<file path="config.mk">
export PLATFORM = sky130hd
export DESIGN_NAME = bcd_updown_counter
export DESIGN_NICKNAME = d
export VERILOG_FILES = /design/src/rtl/bcd_pkg.sv /design/src/rtl/bcd_digit.sv /design/src/rtl/bcd_updown_counter.sv
export SDC_FILE = /design/constraint.sdc
export NUM_CORES = 1
export LEC_CHECK = 0
export ABC_CLOCK_PERIOD_IN_PS = 1700
export BUFFER_PORTS_ARGS = -buffer_cell sky130_fd_sc_hd__clkbuf_2
export CORE_MARGIN = 2
export CORE_UTILIZATION = 45
export DETAILED_ROUTE_END_ITERATION = 8
export MAX_ROUTING_LAYER = met4
export PLACE_DENSITY_LB_ADDON = 0.08
export SYNTH_ARGS = -nofsm -noshare
export SYNTH_HDL_FRONTEND = slang
export SYNTH_SLANG_ARGS = --single-unit
</file>
<file path="constraint.sdc">
create_clock -name Clk -period 1.7 [get_ports Clk]
set_input_delay 0.17 -clock Clk [delete_from_list [all_inputs] [get_ports Clk]]
set_output_delay 0.17 -clock Clk [all_outputs]
set_load 0.005 [all_outputs]
</file>
<file path="src/rtl/bcd_pkg.sv">
// Shared BCD digit constants and helpers for the multi-digit up/down counter.
package bcd_pkg;

  localparam int BCD_W = 4;
  localparam logic [BCD_W-1:0] BCD_MAX = 4'd9;
  localparam logic [BCD_W-1:0] BCD_MIN = 4'd0;

  typedef logic [BCD_W-1:0] bcd_nibble_t;

  // Out-of-range load nibbles (A..F) are pinned to 9 so Q only ever holds BCD.
  function automatic bcd_nibble_t bcd_clamp(input bcd_nibble_t nibble);
    return (nibble > BCD_MAX) ? BCD_MAX : nibble;
  endfunction

endpackage

</file>
<file path="src/rtl/bcd_digit.sv">
// One BCD digit of the counter: load, increment with carry-out wrap, decrement with borrow wrap.
module bcd_digit
  import bcd_pkg::*;
(
  input  logic             Clk,
  input  logic             Rst,
  input  logic [BCD_W-1:0] rst_val,
  input  logic             load,
  input  logic [BCD_W-1:0] din,
  input  logic             inc,
  input  logic             dec,
  input  logic             hold,
  output logic [BCD_W-1:0] q,
  output logic             is_max,
  output logic             is_min
);

  logic [BCD_W-1:0] q_d;
  logic [BCD_W-1:0] q_q;

  // Load beats counting; hold freezes the digit at a saturated boundary.
  always_comb begin
    q_d = q_q;
    if (load) begin
      q_d = bcd_clamp(din);
    end else if (!hold) begin
      if (inc) begin
        q_d = (q_q >= BCD_MAX) ? BCD_MIN : q_q + 4'd1;
      end else if (dec) begin
        q_d = (q_q == BCD_MIN) ? BCD_MAX : q_q - 4'd1;
      end
    end
  end

  always_ff @(posedge Clk) begin
    if (Rst) begin
      q_q <= rst_val;
    end else begin
      q_q <= q_d;
    end
  end

  assign q      = q_q;
  assign is_max = (q_q == BCD_MAX);
  assign is_min = (q_q == BCD_MIN);

endmodule

</file>
<file path="src/rtl/bcd_updown_counter.sv">
// Multi-digit BCD up/down counter with load, terminal count, zero flag and wrap/saturate boundary event.
module bcd_updown_counter
  import bcd_pkg::*;
#(
  parameter int                      DIGITS  = 2,
  parameter int                      WRAP    = 1,
  parameter logic [BCD_W*DIGITS-1:0] RST_BCD = '0
)(
  input  logic                      Clk,
  input  logic                      Rst,
  input  logic                      En,
  input  logic                      Up,
  input  logic                      Load,
  input  logic [BCD_W*DIGITS-1:0]   Din,
  output logic [BCD_W*DIGITS-1:0]   Q,
  output logic                      Tc,
  output logic                      Zero,
  output logic                      Evt
);

  localparam logic WRAP_EN = (WRAP != 0);

  logic [DIGITS-1:0] is_max;
  logic [DIGITS-1:0] is_min;
  logic [DIGITS-1:0] inc;
  logic [DIGITS-1:0] dec;
  logic              hold;
  logic              evt_d;
  logic              evt_q;

  // Each digit steps only when every lower digit sits at its carry/borrow value.
  for (genvar g = 0; g < DIGITS; g++) begin : g_digit
    localparam logic [DIGITS-1:0] LOW_MASK = DIGITS'((1 << g) - 1);

    assign inc[g] = En &  Up & (&(is_max | ~LOW_MASK));
    assign dec[g] = En & ~Up & (&(is_min | ~LOW_MASK));

    bcd_digit u_digit (
      .Clk     (Clk),
      .Rst     (Rst),
      .rst_val (RST_BCD[BCD_W*g +: BCD_W]),
      .load    (Load),
      .din     (Din[BCD_W*g +: BCD_W]),
      .inc     (inc[g]),
      .dec     (dec[g]),
      .hold    (hold),
      .q       (Q[BCD_W*g +: BCD_W]),
      .is_max  (is_max[g]),
      .is_min  (is_min[g])
    );
  end

  assign Tc    = Up ? (&is_max) : (&is_min);
  assign Zero  = &is_min;
  assign hold  = ~WRAP_EN & Tc;
  assign evt_d = ~Load & En & Tc;

  always_ff @(posedge Clk) begin
    if (Rst) begin
      evt_q <= 1'b0;
    end else begin
      evt_q <= evt_d;
    end
  end

  assign Evt = evt_q;

endmodule

</file>
==> results by stage, run 1 <==
Synth:
- Summed over all instances, the cell type with the most area after synthesis is sky130_fd_sc_hd__dfxtp_1.
- Counting flops with a built-in enable in the synthesized netlist gives 0.
- The proportion of synthesized flip-flops having asynchronous set or reset is 0%.
- In this run the cell area of the synthesized design comes to 873 µm².
- In the post-synthesis netlist, the biggest area contributors are sky130_fd_sc_hd__dfxtp_1 (21%), sky130_fd_sc_hd__ha_1 (10%), sky130_fd_sc_hd__a21oi_1 (5.7%).
- Summing the sequential cell areas from Yosys gives 20.6% of the chip area.
- Each instance of the synthesized netlist takes up on average 7.16 µm².
- Of the post-synthesis cell area, the dominant cell type holds 20.6%.
- The count of mapped cells out of synthesis is 122.
- After synthesis the netlist holds a flip-flop and latch count of 9.
- The most used flip-flop cell after synthesis is sky130_fd_sc_hd__dfxtp_1.
- During synthesis, Yosys emitted a total of 0 warnings.
- Synthesis instantiated 39 different standard cells from the library.
- The net count after synthesis is 142.

Die:
- The number of standard-cell rows in the floorplan is 15.
- For this configuration, the core starts out at a cell density of 49.0%.
- The core region is 1780 µm².
- The die area is 2310 µm².
- The die span in x is 48.1 µm.
- The overall die height is 48.1 µm.
- The number of top-level pins is 24.

Global routing:
- The first global-routing pass estimated 3.81 mm of wire.
- For this run the aggregate overflow at the end of global routing stands at 0.
- The number of antenna violations at the first check in global routing is 0.
- The maximum number of pins on one net before global-route repair is 18.
- The number of global-route vias before repair is 894.
- For this run, the total global-route usage over all layers was measured as 24.2%.

Timing:
- The final critical path takes up 94.8% of the cycle.
- For the pin with the worst max-slew slack, the measured transition is 0.380 ns.
- The final number of setup-violating endpoints is 0.
- Across the routed clock network, the largest skew measured is 0.00499 ns.
- The time the worst path needs with I/O delays and setup is 1.61 ns.
- The number of max-slew violations in the final report came to 0.
- Measured against its own limit, the worst slew margin works out to 74.7%.
- The worst setup slack after layout is 0.0878 ns.
- The hold violation total from the final report was 0.
- The fmax is 620 MHz.
- Setup repair after global routing could not meet its margin everywhere.
- The worst hold margin is 0.161 ns.

Detailed routing:
- The vias after detailed routing is 1066.
- For this run, design rule violations remaining after detail routing come to 0.
- The remaining antenna violation count is 0.
- The average routed wire per standard cell is 14.0 µm.
- The final wirelength is 2.53 mm.
- The wire length on met3 is 200 µm.
- Detailed routing placed a total of 1.13 mm of wire on met2.
- The detailed router used layers up to and including met4.
- The first TritonRoute pass finished after 4 iterations.
- The starting DRC count in detailed routing is 36.
- After detailed routing, the wire length on met1 is 1.16 mm.
- After detailed routing, the number of vias per cell comes to 5.89.

Setup path:
- The category of the most critical setup path is flip-flop to output port.
- Data arrives at the worst endpoint at 1.44 ns.
- The data required time of the critical path is 1.53 ns.
- The launch instance of the worst register-to-register path is g_digit[0].u_digit.q[0].
- The worst setup path is captured at an output port.
- Along the worst path, the maximum fanout reaches 6.
- The worst setup path is launched from a flip-flop.
- The startpoint of the most critical setup path is g_digit[1].u_digit.q[3].

Clock tree:
- TritonCTS created 3 clock buffers.
- The CTS root buffer is sky130_fd_sc_hd__clkbuf_4.
- The CTS tree is done.
- The clock transition at the registers of the reported paths is 0.07 ns.
- Counting every sink on the clock net gives 9.
- The buffer levels on the longest clock path is 2.
- The depth of the CTS H-tree is 1.
- For this design, the CTS-stage hold fixing added 0 buffers.
- At the later pin of the worst-skew pair, clock insertion delay measures 0.28 ns.

Run:
- Across the run, the number of max-cap violations was 0.

Place:
- The worst setup slack after placement is -0.0254 ns.
- In this run the cell area measured after placement is 1090 µm².
- The wire-length estimate of the detail-placed layout is 1.78 mm.
- The instance count after placement with tap cells included is 176.
- The number of port buffers is 23.
- The routability congestion estimate from global placement is 0.876.

Power and ir drop:
- The worst supply voltage drop on vdd is 389 µV.
- The overall power of the completed layout is 763 µW.
- In this run the static leakage power is 0.000542 µW.
- The power density normalized to cell area is 631 nW/µm².

Finish:
- Cells with a size suffix above 1 make up 41.7% of the layout.
- Leaving out filler cells and counting taps, the final layout contains 181.
- From synthesis to final layout, the design area changed by 38.4%.
- The layout has 162 filler cells.
- After routing the design area is 1210 µm².
- The final net count is 177.
- The repair_antennas step left the layout with diodes totalling 0.

Run status:
- The run finished with clean final reports.

Hold path:
- The launch instance of the worst min-delay path is Din[1].
- The min-delay analysis places its worst path in the category primary input to flip-flop.
## report_power, final
group	switching, µW	internal (µW)
combinational	168	161
clock	92.7	91.1
sequential	23.4	226
## layout by cell type (no fill, tap or decap), types with 2 or more instances in the layout
cell / n
sky130_fd_sc_hd__clkbuf_2: 23
sky130_fd_sc_hd__buf_4: 14
sky130_fd_sc_hd__nor2_1: 11
sky130_fd_sc_hd__nand2_1: 9
sky130_fd_sc_hd__a21oi_1: 8
sky130_fd_sc_hd__o21ai_0: 8
sky130_fd_sc_hd__dfxtp_1: 7
sky130_fd_sc_hd__nand3_1: 6
sky130_fd_sc_hd__inv_1: 4
sky130_fd_sc_hd__inv_2: 3
sky130_fd_sc_hd__nor2b_1: 3
sky130_fd_sc_hd__a21oi_2: 3
sky130_fd_sc_hd__nand3b_1: 3
sky130_fd_sc_hd__ha_1: 3
sky130_fd_sc_hd__clkbuf_4: 3
sky130_fd_sc_hd__nand3_2: 2
sky130_fd_sc_hd__nand4_1: 2
sky130_fd_sc_hd__nor3_1: 2
sky130_fd_sc_hd__o21bai_1: 2
sky130_fd_sc_hd__a32o_1: 2
sky130_fd_sc_hd__nand2b_1: 2
sky130_fd_sc_hd__o21a_1: 2
sky130_fd_sc_hd__a211oi_1: 2
sky130_fd_sc_hd__a31oi_1: 2
sky130_fd_sc_hd__ha_2: 2
sky130_fd_sc_hd__ha_4: 2
## repair_timing
item / 4_1_cts / 5_1_grt
gates resized for setup: 5 / 23
endpoints found under the setup margin: 3 / 6
pin swaps: 1 / 4
buffers inserted: 0 / 1
## per-layer routing
| metal | track usage, % | up-vias |
|---|---|---|
| met5 | - | - |
| met4 | 9.73 | 0 |
| met3 | 3.40 | 7 |
| met2 | 33.3 | 51 |
| met1 | 34.9 | 493 |
| li1 | - | 515 |
## per-stage QoR
stage / utilization (%) / TNS, ns
after global routing: 67.8 / -0.0115
after CTS: 62.9 / -0.00783
after global placement: 61.1 / 0
after detailed placement: 61.1 / -0.0360
after floorplan: - / 0
final: 67.8 / 0
## sequential cells by signal, summed over array words and instances, names as in the netlist
| register | count |
|---|---|
| g_digit.u_digit.q | 8 |
| Evt | 1 |
## kinds of logic after synthesis
kind of cell	count (synthesis)	synth area share (%)
multiplexers	1	1.15
AND/OR/NAND/NOR	48	28.2
AO/OA/AOI/OAI	42	33.0
buffers and inverters	15	7.02
flip-flops	9	20.6
adder cells (fa/ha/maj)	7	10.0
## critical path, stage by stage (launching register included)
cell and delay (ns):
sky130_fd_sc_hd__dfxtp_1 0.48, sky130_fd_sc_hd__inv_1 0.15, sky130_fd_sc_hd__nor2_1 0.19, sky130_fd_sc_hd__nand4_1 0.15, sky130_fd_sc_hd__o21ai_2 0.08, sky130_fd_sc_hd__clkbuf_2 0.13
## final cells by class
class	instances	area, µm²	area share [%]
multi-input combinational	98	713	59.0
inverter	8	32.5	2.69
sequential	9	185	15.3
clock buffer	4	26.3	2.17
tap	25	31.3	2.59
timing repair buffer	37	220	18.2
## path summary, 6_finish.rpt
path | end | depth (start not counted) | slack, ns
worst max register to register | g_digit[0].u_digit.q[0] | 7 | 0.09
worst min register to register | g_digit[1].u_digit.q[0] | 2 | 0.55
worst min-delay path | g_digit[0].u_digit.q[1] | 2 | 0.16
worst max-delay path | Tc | 5 | 0.09
## synth_stat cells (all sizes together) (2+ instances only)
library cell / number
nor2b: 3
inv: 8
and2: 2
o21a: 2
nand3b: 3
nor3: 2
ha: 7
a31oi: 2
nand2: 10
nor3b: 2
a211oi: 2
buf: 5
nand3: 8
nand2b: 2
clkbuf: 2
nor2: 11
o21bai: 2
o21ai: 10
dfxtp: 9
a32o: 2
nand4: 2
a21oi: 11
(Power assumes the default switching activity.)
==> run 2, diff against run 1 <==
--- a/config.mk
+++ b/config.mk
@@ -10,8 +10,8 @@
 export CORE_MARGIN = 2
 export CORE_UTILIZATION = 45
 export DETAILED_ROUTE_END_ITERATION = 8
-export MAX_ROUTING_LAYER = met4
 export PLACE_DENSITY_LB_ADDON = 0.08
 export SYNTH_ARGS = -nofsm -noshare
 export SYNTH_HDL_FRONTEND = slang
+export SYNTH_HIERARCHICAL = 1
 export SYNTH_SLANG_ARGS = --single-unit
==> results by stage, run 2 <==
Detailed routing:
- After detailed routing, the number of vias per cell comes to 5.26.
- In this run, the number of DRC markers left after iteration 0 of detailed routing was 17.
- The routed layout has 1057 vias.
- The final wirelength is 2.67 mm.
- The post-route DRC violation count is 0.
- The pre-antenna-repair detailed-routing pass consisted of 4 iterations.
- After detailed routing, the average wire length per cell comes to 13.3 µm.
- The remaining antenna violation count is 0.

Global routing:
- Across every metal layer, demand over resource in global routing totals 21.4%.
- The wire length of the first global-routing pass is 4.23 mm.
- The total congestion overflow is 0.
- The number of global-route vias before repair is 954.
- The maximum number of pins on one net before global-route repair is 20.
- The number of antenna violations at the first check in global routing is 0.

Timing:
- The worst path uses 110% of the clock period.
- The worst hold margin is 0.159 ns.
- Setup slack on the critical path of the routed design comes to -0.178 ns.
- The hold violation total from the final report is 0.
- The number of max-slew violations in the final report is 0.
- Subtracting the final worst setup slack from the clock period gives 1.88 ns.
- Setup violations remaining at the end of the flow were counted as 12.
- The final setup TNS is -1.35 ns.
- The fmax is 532 MHz.
- Setup repair after global routing could not meet its margin everywhere.
- The worst clock skew is 0.000903 ns.

Setup path:
- The number of cells on the worst reg-to-reg path is 7.
- The buffers plus inverters on the worst setup path is 1.
- The worst setup path is launched from a flip-flop.
- Data arrives at the worst endpoint at 1.90 ns.
- In this run the worst path has a maximum fanout of 4.
- The most critical setup path has its startpoint at g_digit[0].u_digit/q[0].
- The startpoint identified for the worst register-to-register timing path is g_digit[0].u_digit/q[0].
- The worst register-to-register path ends at g_digit[1].u_digit/q[2].
- The maximum single-stage delay on the critical path is 0.44 ns.
- The data required time of the critical path is 1.73 ns.
- The critical path goes through ha_2 -> and3b_1 -> and3_4 -> inv_2 -> a21oi_2 -> a221o_1 -> a22o_2.
- The top cell family by delay on the critical path is compound AO/OA/AOI/OAI gates.
- The endpoint class of the critical path is a flip-flop.
- The category of the most critical setup path is flip-flop to flip-flop.
- The cell at the slowest stage of the critical path is sky130_fd_sc_hd__edfxtp_1.
- The critical path crosses 7 cells after its start point.
- The flop-to-flop setup slack is -0.18 ns.
- In this run the worst setup path terminates at g_digit[1].u_digit/q[2].

Synth:
- A synthesized cell averages 8.61 µm².
- The number of distinct library cells after synthesis is 45.
- The sequential share of the synthesized area is 25.0%.
- After Yosys synthesis, full adders, half adders and majority gates account for 9.60% of the synthesized area.
- The predominant post-synthesis flop cell is sky130_fd_sc_hd__edfxtp_1.
- After Yosys synthesis, and, or, nand and nor cells account for 28.2% of the synthesized area.
- Synthesis handed over a netlist of 121 instances.
- The fraction of the mapped netlist area in compound gates is 26.4%.
- Of the post-synthesis cell area, the dominant cell type holds 23.0%.
- Yosys attributes the largest share of cell area to sky130_fd_sc_hd__edfxtp_1 (23%), sky130_fd_sc_hd__ha_1 (9.6%), sky130_fd_sc_hd__a21oi_1 (4.3%).
- The biggest area consumer among synthesized cells is sky130_fd_sc_hd__edfxtp_1.
- Yosys instantiated no cell more often than sky130_fd_sc_hd__nor2_1.
- Yosys printed 6 warnings.
- Multiplexer cells account for 0% of the synthesized area.
- After synthesis, the largest family of logic cells by area is simple AND/OR/NAND/NOR gates.
- The parity-gate share of the synthesized area counting xor and xnor cells is 3.36%.
- The number of flops mapped to enable cells by yosys is 8.
- Summing every instance area after synthesis gives 1040 µm².
- Synthesis inferred 9 register bits.
- Of all flip-flops after synthesis, the portion carrying an async set or reset was 0%.
- The commonest cells after synthesis are sky130_fd_sc_hd__nor2_1 (11), sky130_fd_sc_hd__a21oi_1 (9), sky130_fd_sc_hd__inv_1 (9), sky130_fd_sc_hd__o21ai_0 (9).

Power and ir drop:
- The switching power share of the total is 35.3%.
- The power density normalized to cell area is 616 nW/µm².
- IR analysis of the VDD net gives a maximum drop of 476 µV.
- The clock network accounts for 19.8% of the total power.
- The share of total power in combinational logic is 47.1%.
- Of the total power, registers draw 33.1%.
- Summed over all nets, the switching power comes to 316 µW.
- In this run the static leakage power is 0.000655 µW.
- The cell-internal power is 577 µW.

Clock tree:
- Clock tree synthesis found a total of 9 sinks.
- TritonCTS built the clock tree.
- CTS placed an instance of sky130_fd_sc_hd__clkbuf_4 at the clock tree root.
- No sink is reached through more buffers than the 2 on the longest clock path.
- The depth of the CTS H-tree is 1.
- The total of hold buffers inserted after clock tree synthesis is 0.
- The number of buffers created by CTS is 3.
- The insertion delay of the later-clocked pin in the worst-skew pair is 0.27 ns.
- Clock-pin slew was measured on the worst setup and hold paths at 0.07 ns.

Finish:
- In the final design database the tool counted 195 nets.
- The layout has 187 filler cells.
- The library cell used most frequently in the layout, excluding fill and tap cells, is sky130_fd_sc_hd__clkbuf_2.
- In the final layout, the share of cells above drive strength 1 is 45.1%.
- The number of flip-flops under the largest register name is 8.
- Relative to the synthesized area, the layout overhead comes to 39.1%.
- The count of antenna diodes in the layout is 0.
- Leaving out fill and tap cells, the most frequent cells in the layout are sky130_fd_sc_hd__clkbuf_2 (23), sky130_fd_sc_hd__buf_4 (21), sky130_fd_sc_hd__conb_1 (10), sky130_fd_sc_hd__nor2_1 (10).
- The finished cells cover 1450 µm².

Hold path:
- The number of cells on the worst hold path is 3.
- The min-delay analysis places its worst path in the category primary input to flip-flop.

Place:
- The congestion estimate from routability-driven global placement came to 0.878.
- The post-detailed-placement cell area is 1310 µm².
- During placement, the flow inserted port buffers numbering 23.
- Detailed placement finished with a half-perimeter wire length of 1.90 mm.

Die:
- The number of top-level pins is 24.
- The die span in x is 52.1 µm.
- The total area inside the core boundary comes to 2190 µm².
- The die is 52.1 µm tall.
- The floorplan step defined a die boundary enclosing 2720 µm².
- The number of standard-cell rows in the floorplan is 17.
- Once the floorplan was initialized, standard cells occupied 47.6% of the core.

Run:
- The number of max-cap violations is 0.

Run status:
- The checks that failed: setup timing.
- The flow ran to the end, but the final reports show violations.
run 2: worst min-delay path by stage:
stage,startpoint,to
3_5_place_dp,En,Evt
4_1_cts,En,Evt
2_1_floorplan,Rst,Evt
3_3_place_gp,En,Evt
5_1_grt,En,Evt
6_report,En,Evt
run 2: timing repair:
item,4_1_cts,5_1_grt
buffers inserted,4,3
endpoints found under the setup margin,12,15
pin swaps,3,10
resized for setup,7,10
run 2: stage by stage:
step | util [%] | cells | total power, µW | setup WS, ns
2_1_floorplan | - | 130 | 524 | -0.143
3_3_place_gp | 59.7 | 190 | 646 | -0.0837
3_5_place_dp | 59.7 | 190 | 655 | -0.125
4_1_cts | 63.3 | 198 | 853 | -0.137
5_1_grt | 66.2 | 201 | 945 | -0.246
6_report | 66.2 | 201 | 893 | -0.178
run 2: routing by layer:
metal / vias up / track usage, % / share of wire [%]
li1: 529 / - / -
met1: 486 / 29.1 / 47
met2: 36 / 31.4 / 44
met3: 6 / 4.31 / 6.9
met4: 0 / 11.4 / 1.7
met5: - / 0 / 0
run 2: power by group through the flow:
stage                     Sequential, µW  Clock [µW]  Combinational (µW)
after floorplan                      299           0                 225
after CTS                            294         179                 380
final                                295         177                 421
after global routing                 300         185                 460
after detailed placement             298           0                 357
after global placement               297           0                 349
run 2: worst min-delay path, cell delays in order:
cell and delay, ns:
sky130_fd_sc_hd__clkbuf_2 0.10, sky130_fd_sc_hd__inv_1 0.06, sky130_fd_sc_hd__a2111oi_2 0.04
run 2: kinds of logic after synthesis:
family / Yosys count
AOI/OAI and AO/OA: 37
xor gates and xnor gates: 4
adders and majority gates: 8
buffers and inverters: 15
DFF: 9
other: 1
and+or+nand+nor: 47
run 2: cell type report:
type                       instances  area, µm²  area share, %
multi-input combinational        106        811           55.9
timing repair buffer              45        284           19.6
sequential                         9        260           17.9
tap                               28       35.0           2.42
inverter                           9       33.8           2.33
clock buffer                       4       26.3           1.81
==> run 3, diff against run 2 <==
--- a/config.mk
+++ b/config.mk
@@ -7,10 +7,11 @@
 export LEC_CHECK = 0
 export ABC_CLOCK_PERIOD_IN_PS = 1700
 export BUFFER_PORTS_ARGS = -buffer_cell sky130_fd_sc_hd__clkbuf_2
-export CORE_MARGIN = 2
-export CORE_UTILIZATION = 45
+export CORE_MARGIN = 1.5
+export CORE_UTILIZATION = 48
 export DETAILED_ROUTE_END_ITERATION = 8
 export PLACE_DENSITY_LB_ADDON = 0.08
+export REMOVE_ABC_BUFFERS = 1
 export SYNTH_ARGS = -nofsm -noshare
 export SYNTH_HDL_FRONTEND = slang
 export SYNTH_HIERARCHICAL = 1
==> results by stage, run 3 (synthesized netlist as in run 2, its figures left out) <==
Setup path:
- For the worst setup path, the data required time is 1.72 ns.
- The startpoint of the most critical setup path is g_digit[0].u_digit/q[0].
- The launch instance of the worst register-to-register path is g_digit[0].u_digit/q[0].
- The category of the most critical setup path is flip-flop to flip-flop.
- Data arrives at the worst endpoint at 1.95 ns.
- The endpoint class of the critical path is a flip-flop.
- The number of cells on the worst reg-to-reg path is 8.
- The worst register-to-register path ends at g_digit[0].u_digit/q[1].
- The category of the worst setup path launch point is a flip-flop.
- The termination of the worst setup path is g_digit[0].u_digit/q[1].
- The worst-path maximum fanout is 3.
- The flop-to-flop setup slack is -0.23 ns.

Clock tree:
- Clock-pin slew was measured on the worst setup and hold paths at 0.06 ns.
- The tree built by TritonCTS fans out to 9 sinks.
- The CTS tree is done.
- The insertion delay of the later-clocked pin in the worst-skew pair is 0.27 ns.
- The number of buffers created by CTS is 3.
- The depth of the CTS H-tree is 1.
- In this run the clock root is driven by a sky130_fd_sc_hd__clkbuf_4.
- The longest clock path from root to sink contains 2 buffers.
- The total of hold buffers inserted after clock tree synthesis is 0.

Die:
- The overall die height is 49.6 µm.
- The die area is 2460 µm².
- For this configuration, the core starts out at a cell density of 52.1%.
- The floorplan has 16 rows.
- Measured along the x axis, the die boundary spans 49.6 µm.
- The area inside the core boundary is 2000 µm².
- 24 I/O pins were placed.

Detailed routing:
- The detailed router finished its first iteration with 58 violations.
- The final wirelength is 3.19 mm.
- For this run, design rule violations remaining after detail routing come to 0.
- The detail route stage leaves a number of antenna-violating nets equal to 0.
- The number of search-and-repair iterations in the first detailed-routing pass is 4.
- Dividing the detail-routed via count by the number of cells gives 5.58.
- Across all layers, the routed design uses 1128 vias.
- The average routed wire per standard cell is 15.8 µm.

Finish:
- Leaving out fill and tap cells, the most frequent cells in the layout are sky130_fd_sc_hd__clkbuf_2 (22), sky130_fd_sc_hd__buf_4 (21), sky130_fd_sc_hd__nor2_1 (11).
- Cells with a size suffix above 1 make up 47.4% of the layout.
- The number of flip-flops under the largest register name is 8.
- The most common library cell in the layout ignoring fill and taps is sky130_fd_sc_hd__clkbuf_2.
- After routing the design area is 1520 µm².
- The final net count is 197.
- The count of antenna diodes in the layout is 0.
- The area overhead of the layout relative to synthesis is 46.2%.
- The count of non-filler cells in the finished layout is 202.

Global routing:
- The total congestion overflow is 0.
- Global routing used 23.2% of the available tracks across all layers.
- The maximum number of pins on one net before global-route repair is 20.
- The number of antenna violations at the first check in global routing came to 0.
- The wire length of the first global-routing pass is 4.32 mm.
- The number of global-route vias before repair is 962.

Timing:
- The number of max-slew violations in the final report was 0.
- Static timing analysis puts the maximum clock frequency at 518 MHz.
- The worst hold margin is 0.217 ns.
- The worst clock skew is 0.00429 ns.
- Across all setup checks in the final design, the least slack found is -0.230 ns.
- Setup repair after global routing could not meet its margin everywhere.
- The hold violation total from the final report is 0.
- The time the worst path needs with I/O delays and setup is 1.93 ns.
- The final setup TNS is -1.93 ns.
- The fraction of the cycle the final worst path needs is 114%.
- The final number of setup-violating endpoints is 14.

Power and ir drop:
- The worst supply voltage drop on vdd is 558 µV.
- For this design the ratio of total power to cell area is 607 nW/µm².
- The leakage power total is 0.000678 µW.

Place:
- The number of port buffers is 23.
- The placed instances occupy a cell area of 1300 µm².
- The sum of net half-perimeters after detailed placement is 1.86 mm.
- The worst setup slack after placement is -0.217 ns.
- The instance count after placement with tap cells included is 189.
- Routability-driven placement finished with a final weighted congestion of 0.904.

Run status:
- The flow ran to the end, but the final reports show violations.
- The checks that failed: setup timing.

Run:
- Max-cap violations in this run came to 0.

Hold path:
- The min-delay analysis places its worst path in the category primary input to flip-flop.
==> run 3: worst min path at each step <==
stage                     end  slack (ns)  cells past startpoint  start
after global placement    Evt        0.43                      3     En
after global routing      Evt        0.22                      3     En
after detailed placement  Evt        0.44                      3     En
after floorplan           Evt        0.24                      1    Rst
final                     Evt        0.22                      3     En
after CTS                 Evt        0.16                      3     En
==> run 3: layout make-up <==
cell class / count / area [µm²]
Multi-Input combinational cell: 106 / 856
Fill cell: 132 / 478
Timing Repair Buffer: 47 / 307
Sequential cell: 9 / 260
Inverter: 9 / 41.3
Tap cell: 27 / 33.8
Clock buffer: 4 / 26.3
==> run 3: report_power, final <==
part,internal [µW],switching [µW]
clock,90.7,85.0
sequential,270,24.0
combinational,224,232
total,585,341
==> run 3: layer usage <==
metal / part of all wire, % / vias to the layer above / global-route usage, %
met5: 0 / - / 0
met4: 2.9 / 0 / 6.94
met3: 6.3 / 10 / 2.73
met2: 47 / 59 / 37.8
met1: 43 / 524 / 32.1
li1: - / 535 / -
==> run 3: metrics by stage <==
stage | utilization, % | power, µW
2_1_floorplan | - | 501
3_3_place_gp | 64.8 | 635
3_5_place_dp | 64.8 | 646
4_1_cts | 71.6 | 863
5_1_grt | 76.1 | 972
6_report | 76.1 | 926
==> run 3: what timing repair did <==
action                     4_1_cts  5_1_grt
setup endpoints to repair       14       15
hold endpoints to repair         0        0
pin swaps                       11        7
buffers inserted                 7        4
gates resized for setup         17       20
==> run 3: worst max-delay path: stages, from the launching register on <==
cell and delay (ns):
sky130_fd_sc_hd__edfxtp_1 0.43, sky130_fd_sc_hd__buf_6 0.16, sky130_fd_sc_hd__inv_6 0.06, sky130_fd_sc_hd__ha_4 0.14, sky130_fd_sc_hd__nor3b_4 0.25, sky130_fd_sc_hd__buf_4 0.16
sky130_fd_sc_hd__nor3_2 0.03, sky130_fd_sc_hd__a211o_2 0.28, sky130_fd_sc_hd__a22o_1 0.18
